[src/rtl/y_window_acc.sv]
// Windowed accumulator for the demo product stream: sums, peaks and counts
// windows of 2^N_LOG2 samples; a sel change flushes a partial window.
module y_window_acc #(
   parameter int unsigned DW     = 16,
   parameter int unsigned N_LOG2 = 4
) (
   input  logic                 clk,
   input  logic                 rst,
   input  logic                 in_valid,
   input  logic [DW-1:0]        in_data,
   input  logic                 sel,
   input  logic                 out_ready,
   output logic                 out_valid,
   output logic [DW+N_LOG2-1:0] out_sum,
   output logic [DW-1:0]        out_max,
   output logic [N_LOG2:0]      out_count,
   output logic                 out_partial,
   output logic                 overrun
);

   localparam int unsigned SW = DW + N_LOG2;
   localparam int unsigned CW = N_LOG2 + 1;
   localparam logic [CW-1:0] CNT_LAST = CW'((1 << N_LOG2) - 1);
   localparam logic [CW-1:0] CNT_FULL = CW'(1 << N_LOG2);

   // window state; EMPTY/FILLING is implied by cnt
   logic [SW-1:0] acc;
   logic [DW-1:0] pk;
   logic [CW-1:0] cnt;
   logic          sel_q;

   logic [SW-1:0] acc_d;
   logic [DW-1:0] pk_d;
   logic [CW-1:0] cnt_d;

   logic          sel_chg;
   logic          flush;
   logic          complete;
   logic          load;
   logic [SW-1:0] sum_in;
   logic [DW-1:0] max_in;

   logic [SW-1:0] ld_sum;
   logic [DW-1:0] ld_max;
   logic [CW-1:0] ld_cnt;
   logic          ld_partial;
   logic          out_valid_d;
   logic          overrun_d;

   // next-state and output-register load selection
   always_comb begin
      sel_chg     = (sel != sel_q);
      flush       = sel_chg && (cnt != '0);
      complete    = in_valid && !flush && (cnt == CNT_LAST);
      load        = flush || complete;
      sum_in      = acc + SW'(in_data);
      max_in      = (in_data > pk) ? in_data : pk;

      acc_d       = acc;
      pk_d        = pk;
      cnt_d       = cnt;
      ld_sum      = sum_in;
      ld_max      = max_in;
      ld_cnt      = CNT_FULL;
      ld_partial  = 1'b0;

      if (flush) begin
         // a same-cycle sample opens the new window
         ld_sum     = acc;
         ld_max     = pk;
         ld_cnt     = cnt;
         ld_partial = 1'b1;
         if (in_valid) begin
            acc_d = SW'(in_data);
            pk_d  = in_data;
            cnt_d = CW'(1);
         end else begin
            acc_d = '0;
            pk_d  = '0;
            cnt_d = '0;
         end
      end else if (complete) begin
         acc_d = '0;
         pk_d  = '0;
         cnt_d = '0;
      end else if (in_valid) begin
         acc_d = sum_in;
         pk_d  = max_in;
         cnt_d = cnt + CW'(1);
      end

      out_valid_d = load || (out_valid && !out_ready);
      overrun_d   = overrun || (load && out_valid && !out_ready);
   end

   always_ff @(posedge clk or posedge rst) begin
      if (rst) begin
         acc   <= '0;
         pk    <= '0;
         cnt   <= '0;
         sel_q <= 1'b0;
      end else begin
         acc   <= acc_d;
         pk    <= pk_d;
         cnt   <= cnt_d;
         sel_q <= sel;
      end
   end

   // one-entry output register; data only changes on load
   always_ff @(posedge clk or posedge rst) begin
      if (rst) begin
         out_valid   <= 1'b0;
         out_sum     <= '0;
         out_max     <= '0;
         out_count   <= '0;
         out_partial <= 1'b0;
         overrun     <= 1'b0;
      end else begin
         out_valid <= out_valid_d;
         overrun   <= overrun_d;
         if (load) begin
            out_sum     <= ld_sum;
            out_max     <= ld_max;
            out_count   <= ld_cnt;
            out_partial <= ld_partial;
         end
      end
   end

endmodule

[config.mk]
export PLATFORM = sky130hd
export DESIGN_NAME = y_window_acc
export DESIGN_NICKNAME = d
export VERILOG_FILES = /design/src/rtl/y_window_acc.sv
export SDC_FILE = /design/constraint.sdc
export NUM_CORES = 1
export LEC_CHECK = 0
export ABC_AREA = 1
export CAP_MARGIN = 10
export CORE_MARGIN = 8
export CORE_UTILIZATION = 57
export DETAILED_ROUTE_END_ITERATION = 16
export GPL_TIMING_DRIVEN = 0
export HOLD_SLACK_MARGIN = 0.12
export PLACE_DENSITY = 0.81
export RECOVER_POWER = 100
export REMOVE_ABC_BUFFERS = 1
export SLEW_MARGIN = 20
export SYNTH_ARGS = -nofsm -noshare
export SYNTH_HDL_FRONTEND = slang
export SYNTH_SLANG_ARGS = --single-unit
[constraint.sdc]
create_clock -name clk -period 2.68 [get_ports clk]
set_input_delay 0.268 -clock clk [delete_from_list [all_inputs] [get_ports clk]]
set_output_delay 0.268 -clock clk [all_outputs]
set_load 0.02 [all_outputs]
Word-level counts from Yosys, hierarchy flattened
Cells that the tools add are included.
{"block": "word_totals", "input_bits": 21, "regBits": 86, "latchBits": 0, "ramBits": 0, "elab_cells": 45, "output_inout_bits": 44, "memories": 0, "mem_bits_ro": 0}
{"block": "classes", "reduce_logical": 13, "n_mul": 0, "bitwise_logic": 0, "n_eq_ne": 2, "muxes": 17, "shift": 0, "div": 0, "n_addsub": 2, "n_lt_le_gt_ge": 1}
{"cell": "16-bit two-way mux", "count": 7}
{"cell": "20-bit two-way mux", "count": 4}
{"cell": "20-bit by 16-bit adder with 20-bit output", "count": 1}
{"cell": "5-bit two-way mux", "count": 4}
{"cell": "16-bit greater-than comparator", "count": 1}
{"cell": "1-bit logical AND", "count": 6}
{"cell": "5-bit by 1-bit adder with 5-bit output, second input constant", "count": 1}
{"cell": "5-bit by 4-bit equality test with 1-bit output, second input constant", "count": 1}
{"cell": "5-bit nonzero test", "count": 1}
{"cell": "1-bit logical OR", "count": 3}
{"cell": "3-bit nonzero test", "count": 1}
{"cell": "1-bit zero test", "count": 2}
{"cell": "1-bit two-way mux", "count": 2}
{"cell": "1-bit inequality test", "count": 1}

Longest topological paths before layout
{"block": "depth", "depth_word": 9, "ltp_mapped": 16, "depth_no_buf": 15}

Worst setup path after synthesis
OpenSTA, ideal clock, no wires.
{"block": "synth_path", "path_type": "register -> register", "start": "register acc[0]", "end": "register acc[12]", "required_ns": 2.615, "path_stages_with_launch": 11, "path_slack_ns": 0.894, "arrival_ns": 1.721, "n_path_buf": 0, "synth_period_minus_slack_ns": 1.786, "path_cell_list": "dfrtp_1 > ha_1 > fa_1 > nand2_1 > nand3_1 > nand3_1 > nand2_1 > a21oi_1 > xnor2_1 > nand2_1 > nand2_1"}
{"block": "synth_between", "elab_chain_len": 4}
{"element": "start, declared", "line_no": "27", "rtl": "logic [SW-1:0] acc;"}
{"element": "start signal, assigned", "line_no": "98", "rtl": "acc <= '0;"}
{"element": "start signal, assigned", "line_no": "103", "rtl": "acc <= acc_d;"}
{"element": "20-bit by 16-bit adder with 20-bit output", "line_no": "56", "rtl": "sum_in = acc + SW'(in_data);"}
{"element": "20-bit two-way mux", "line_no": "86", "rtl": "end else if (in_valid) begin"}
{"element": "20-bit two-way mux", "line_no": "82", "rtl": "end else if (complete) begin"}
{"element": "20-bit two-way mux", "line_no": "67", "rtl": "if (flush) begin"}
No other way between the ends. The select of a mux whose other input is x is not followed.
A chain may end at the register's enable or synchronous reset.

Worst setup path in the final report
{"block": "layout_path", "start": "input in_data[13]", "end": "register pk[15]"}
{"block": "layout_between", "elab_chain_len": 5}
{"element": "start, declared", "line_no": "10", "rtl": "input logic [DW-1:0] in_data,"}
{"element": "16-bit greater-than comparator", "line_no": "57", "rtl": "max_in = (in_data > pk) ? in_data : pk;"}
{"element": "16-bit two-way mux", "line_no": "57"}
{"element": "16-bit two-way mux", "line_no": "86"}
{"element": "16-bit two-way mux", "line_no": "82"}
{"element": "16-bit two-way mux", "line_no": "67"}
{"element": "end signal, assigned", "line_no": "104", "rtl": "pk <= pk_d;"}
{"element": "end, declared", "line_no": "28", "rtl": "logic [DW-1:0] pk;"}
No other way between the ends. The select of a mux whose other input is x is not followed.

==> run metrics <==
status=finished, violations left; violated checks=max-capacitance violations, max-slew violations; critical path arrival=2.85 ns; die height=115.0 um; cell area after synthesis=~0.0056 mm2; via count of the routed design=~5500; Pins Over Slew Limit=39; final setup fails=0; Pint=roughly 3.9 mW; hold_sp=sel; max_cap viols=1; Pwr Total=between 7 and 8 mW; routed len/inst=roughly 16 um; RR Startpoint=pk[15]; GR Util met1=0.2941; Routed WL=around 15 mm; antenna violations before repair=0; DRC viols=0; vias per std cell=roughly 5.5; design area=approximately 0.0066 mm2; Tmin final=~2.6 ns; commonest non-fill, non-tap cell in the layout=nand2_1; GRT Max-Usage Layer=met2; share of post-route cells with drive strength above 1=0.05288; DRT antenna net count=0; Worst-Skew Late Latency=~0.37 ns; Psw=3.783 mW; register area=between 0.002 and 0.0025 mm2; WS Path Type=in -> reg; sequential-to-total area share from yosys stat=0.3850; Area Growth Syn to Fin=17.19%; Clock power frac=0.128; nets@finish=902; die width=about 120 um; # diodes=0; Logic pwr share=0.590; FP Rows=36; Inst Count DP=964; Async SR Flop Fraction=1.000; M3 GR Usage=0.04937; Worst Hold Depth=1; Hold Fails Final Rpt=0; worst hold path endpoint=sel_q; Yosys reg bits=86; IO Pins=65; Reg2Reg Setup Slack=~0.14 ns; Clock Tree Root=clkbuf_8; Syn. warnings=0; Power Density=roughly 1200 mW/mm2; global-route wire length before repair=25.12 mm; unrepaired setup endpoints after global routing=no; core footprint=0.009639 mm2; type of destination of the critical path=register; Worst-Margin Slew=1.710 ns; worst reg2reg endpoint=pk[15]; worst vdd ir=~0.65 mV; most frequent cells in the layout=250 x nand2_1, 104 x inv_1, 99 x nand3_1; number of buffers created by CTS=9; nature of the critical path startpoint=input port; multi-input logic area=between 0.002 and 0.003 mm2; Detail Placement HPWL=10.41 mm; fmax=just under 400 MHz; worst-path fanout max=17; Post-Route Skew=between 0.007 and 0.008 ns; largest net degree at the start of global routing=50; EDFF count, synth=0; r2r worst-path depth=9; GRT Total Usage=0.2374; Flop pwr share=0.283; vias in the first global route=5400; required time of the critical path=2.94 ns; DP Area=between 0.006 and 0.007 mm2; Final Cycle Share=0.9643; Rel. slew slack=-0.1463; Final Util=0.6796; synthesized area per cell=7.094 um2; Clock Tree Buf Depth=2; H-tree Lvls=3; CTS Hold Bufs=0; Post-Syn Instances=between 700 and 800; fill cell count=between 800 and 900; Routability Congestion=0.8779; first-iteration detailed-routing DRC count=480; Sw Share=0.4914; total congestion overflow=0; full die area=roughly 0.013 mm2; Lkg Pwr=~3.4 nW; Hold Slack=roughly 0.42 ns; clk slew on worst S/H paths=0.09 ns; Hold Path Class=in -> reg; drt first pass iters=7; Post-synth top flop=dfrtp_1; Starting Density=0.5800; Layout Cells excl Fill=984; global routing met2 resource utilization=0.3917; port bufs=64; TritonCTS clock tree=built; post-synth cell types=36; clk sinks=86
==> power groups by stage <==
stage          clock network, mW  registers (mW)  logic, mW
6_report                   0.982            2.18       4.54
5_1_grt                     1.06            2.24       5.06
4_1_cts                     1.00            2.19       4.56
3_5_place_dp                   0            2.21       4.49
3_3_place_gp                   0            2.18       4.34
2_1_floorplan                  0            2.49       2.72
==> final cells by class <==
class / count / share of cell area
inverter: 125 / 0.07410
clock inverter: 5 / 0.008785
clock buffer: 11 / 0.02311
sequential: 86 / 0.3285
timing repair buffer: 68 / 0.1049
tap: 133 / 0.02540
multi-input combinational: 556 / 0.4353
==> kinds of logic after synthesis <==
family | share of synthesized area
AOI/OAI and AO/OA | 0.09803
xor gates and xnor gates | 0.01231
adders and majority gates | 0.07968
buffers and inverters | 0.1124
DFF | 0.3850
and+or+nand+nor | 0.3127
==> sequential cells by signal, indices dropped and copies added, names as in the netlist <==
name and cells:
cnt 5, out_valid 1, out_count 5, pk 16, overrun 1, sel_q 1, out_sum 20, acc 20
out_partial 1, out_max 16
==> layer usage <==
| layer | part of all wire | vias up |
|---|---|---|
| met2 | 0.47 | 218 |
| li1 | - | 2648 |
| met5 | 0 | - |
| met4 | 0.025 | 0 |
| met1 | 0.43 | 2558 |
| met3 | 0.073 | 30 |
==> Yosys cell counts (2+ instances only) <==
library cell | instances | area, um2
nand2_1 | 249 | 934.7
inv_1 | 104 | 390.4
nand3_1 | 100 | 500.5
dfrtp_1 | 86 | 2152
ha_1 | 34 | 425.4
nor2_1 | 33 | 123.9
o21ai_0 | 31 | 155.2
a21oi_1 | 27 | 135.1
o21ai_1 | 26 | 130.1
clkinv_1 | 11 | 41.29
o211ai_1 | 10 | 75.07
inv_2 | 9 | 33.78
nand4_1 | 9 | 56.30
buf_2 | 8 | 40.04
buf_6 | 7 | 78.83
clkbuf_1 | 5 | 18.77
nand2_2 | 4 | 25.02
nor3_1 | 4 | 20.02
or2_2 | 4 | 25.02
xor2_1 | 4 | 35.03
a21o_1 | 2 | 15.01
a31oi_1 | 2 | 12.51
buf_4 | 2 | 15.01
nand3b_1 | 2 | 15.01
nor2_2 | 2 | 12.51
o221ai_1 | 2 | 17.52
xnor2_1 | 2 | 17.52
==> worst max path at each step <==
stage	start	end	slack (ns)	depth (start not counted)
floorplan	cnt[0]	acc[17]	-0.02	9
global placement	sel	acc[17]	-1.49	8
detailed placement	in_data[15]	pk[15]	-0.68	9
CTS	cnt[0]	acc[9]	0.03	11
global route	rst	pk[6]	0.02	3
finish	in_data[13]	pk[15]	0.1	9
==> timing repair <==
action,in CTS,in global routing
pin swaps,1,2
cloned,0,2
gates resized for setup,6,4
endpoints found under the setup margin,53,42
setup buffers,1,1
==> metrics by stage <==
step / setup WS [ns] / setup TNS, ns
6_report: 0.09559 / 0
5_1_grt: 0.02218 / 0
2_1_floorplan: -0.02203 / -0.04759
3_5_place_dp: -0.6755 / -27.38
4_1_cts: 0.02617 / 0
3_3_place_gp: -1.488 / -168.88
==> worst max-delay path, cell delays in order <==
cell             delay, ns
clkdlybuf4s50_1       0.51
ha_1                  0.35
nand4_1               0.18
nor2_1                0.30
nand3_2               0.49
nand2_4               0.44
nand2_1               0.13
nand3_1               0.11
nand2_1               0.05
Power figures use the tool's default switching activity.
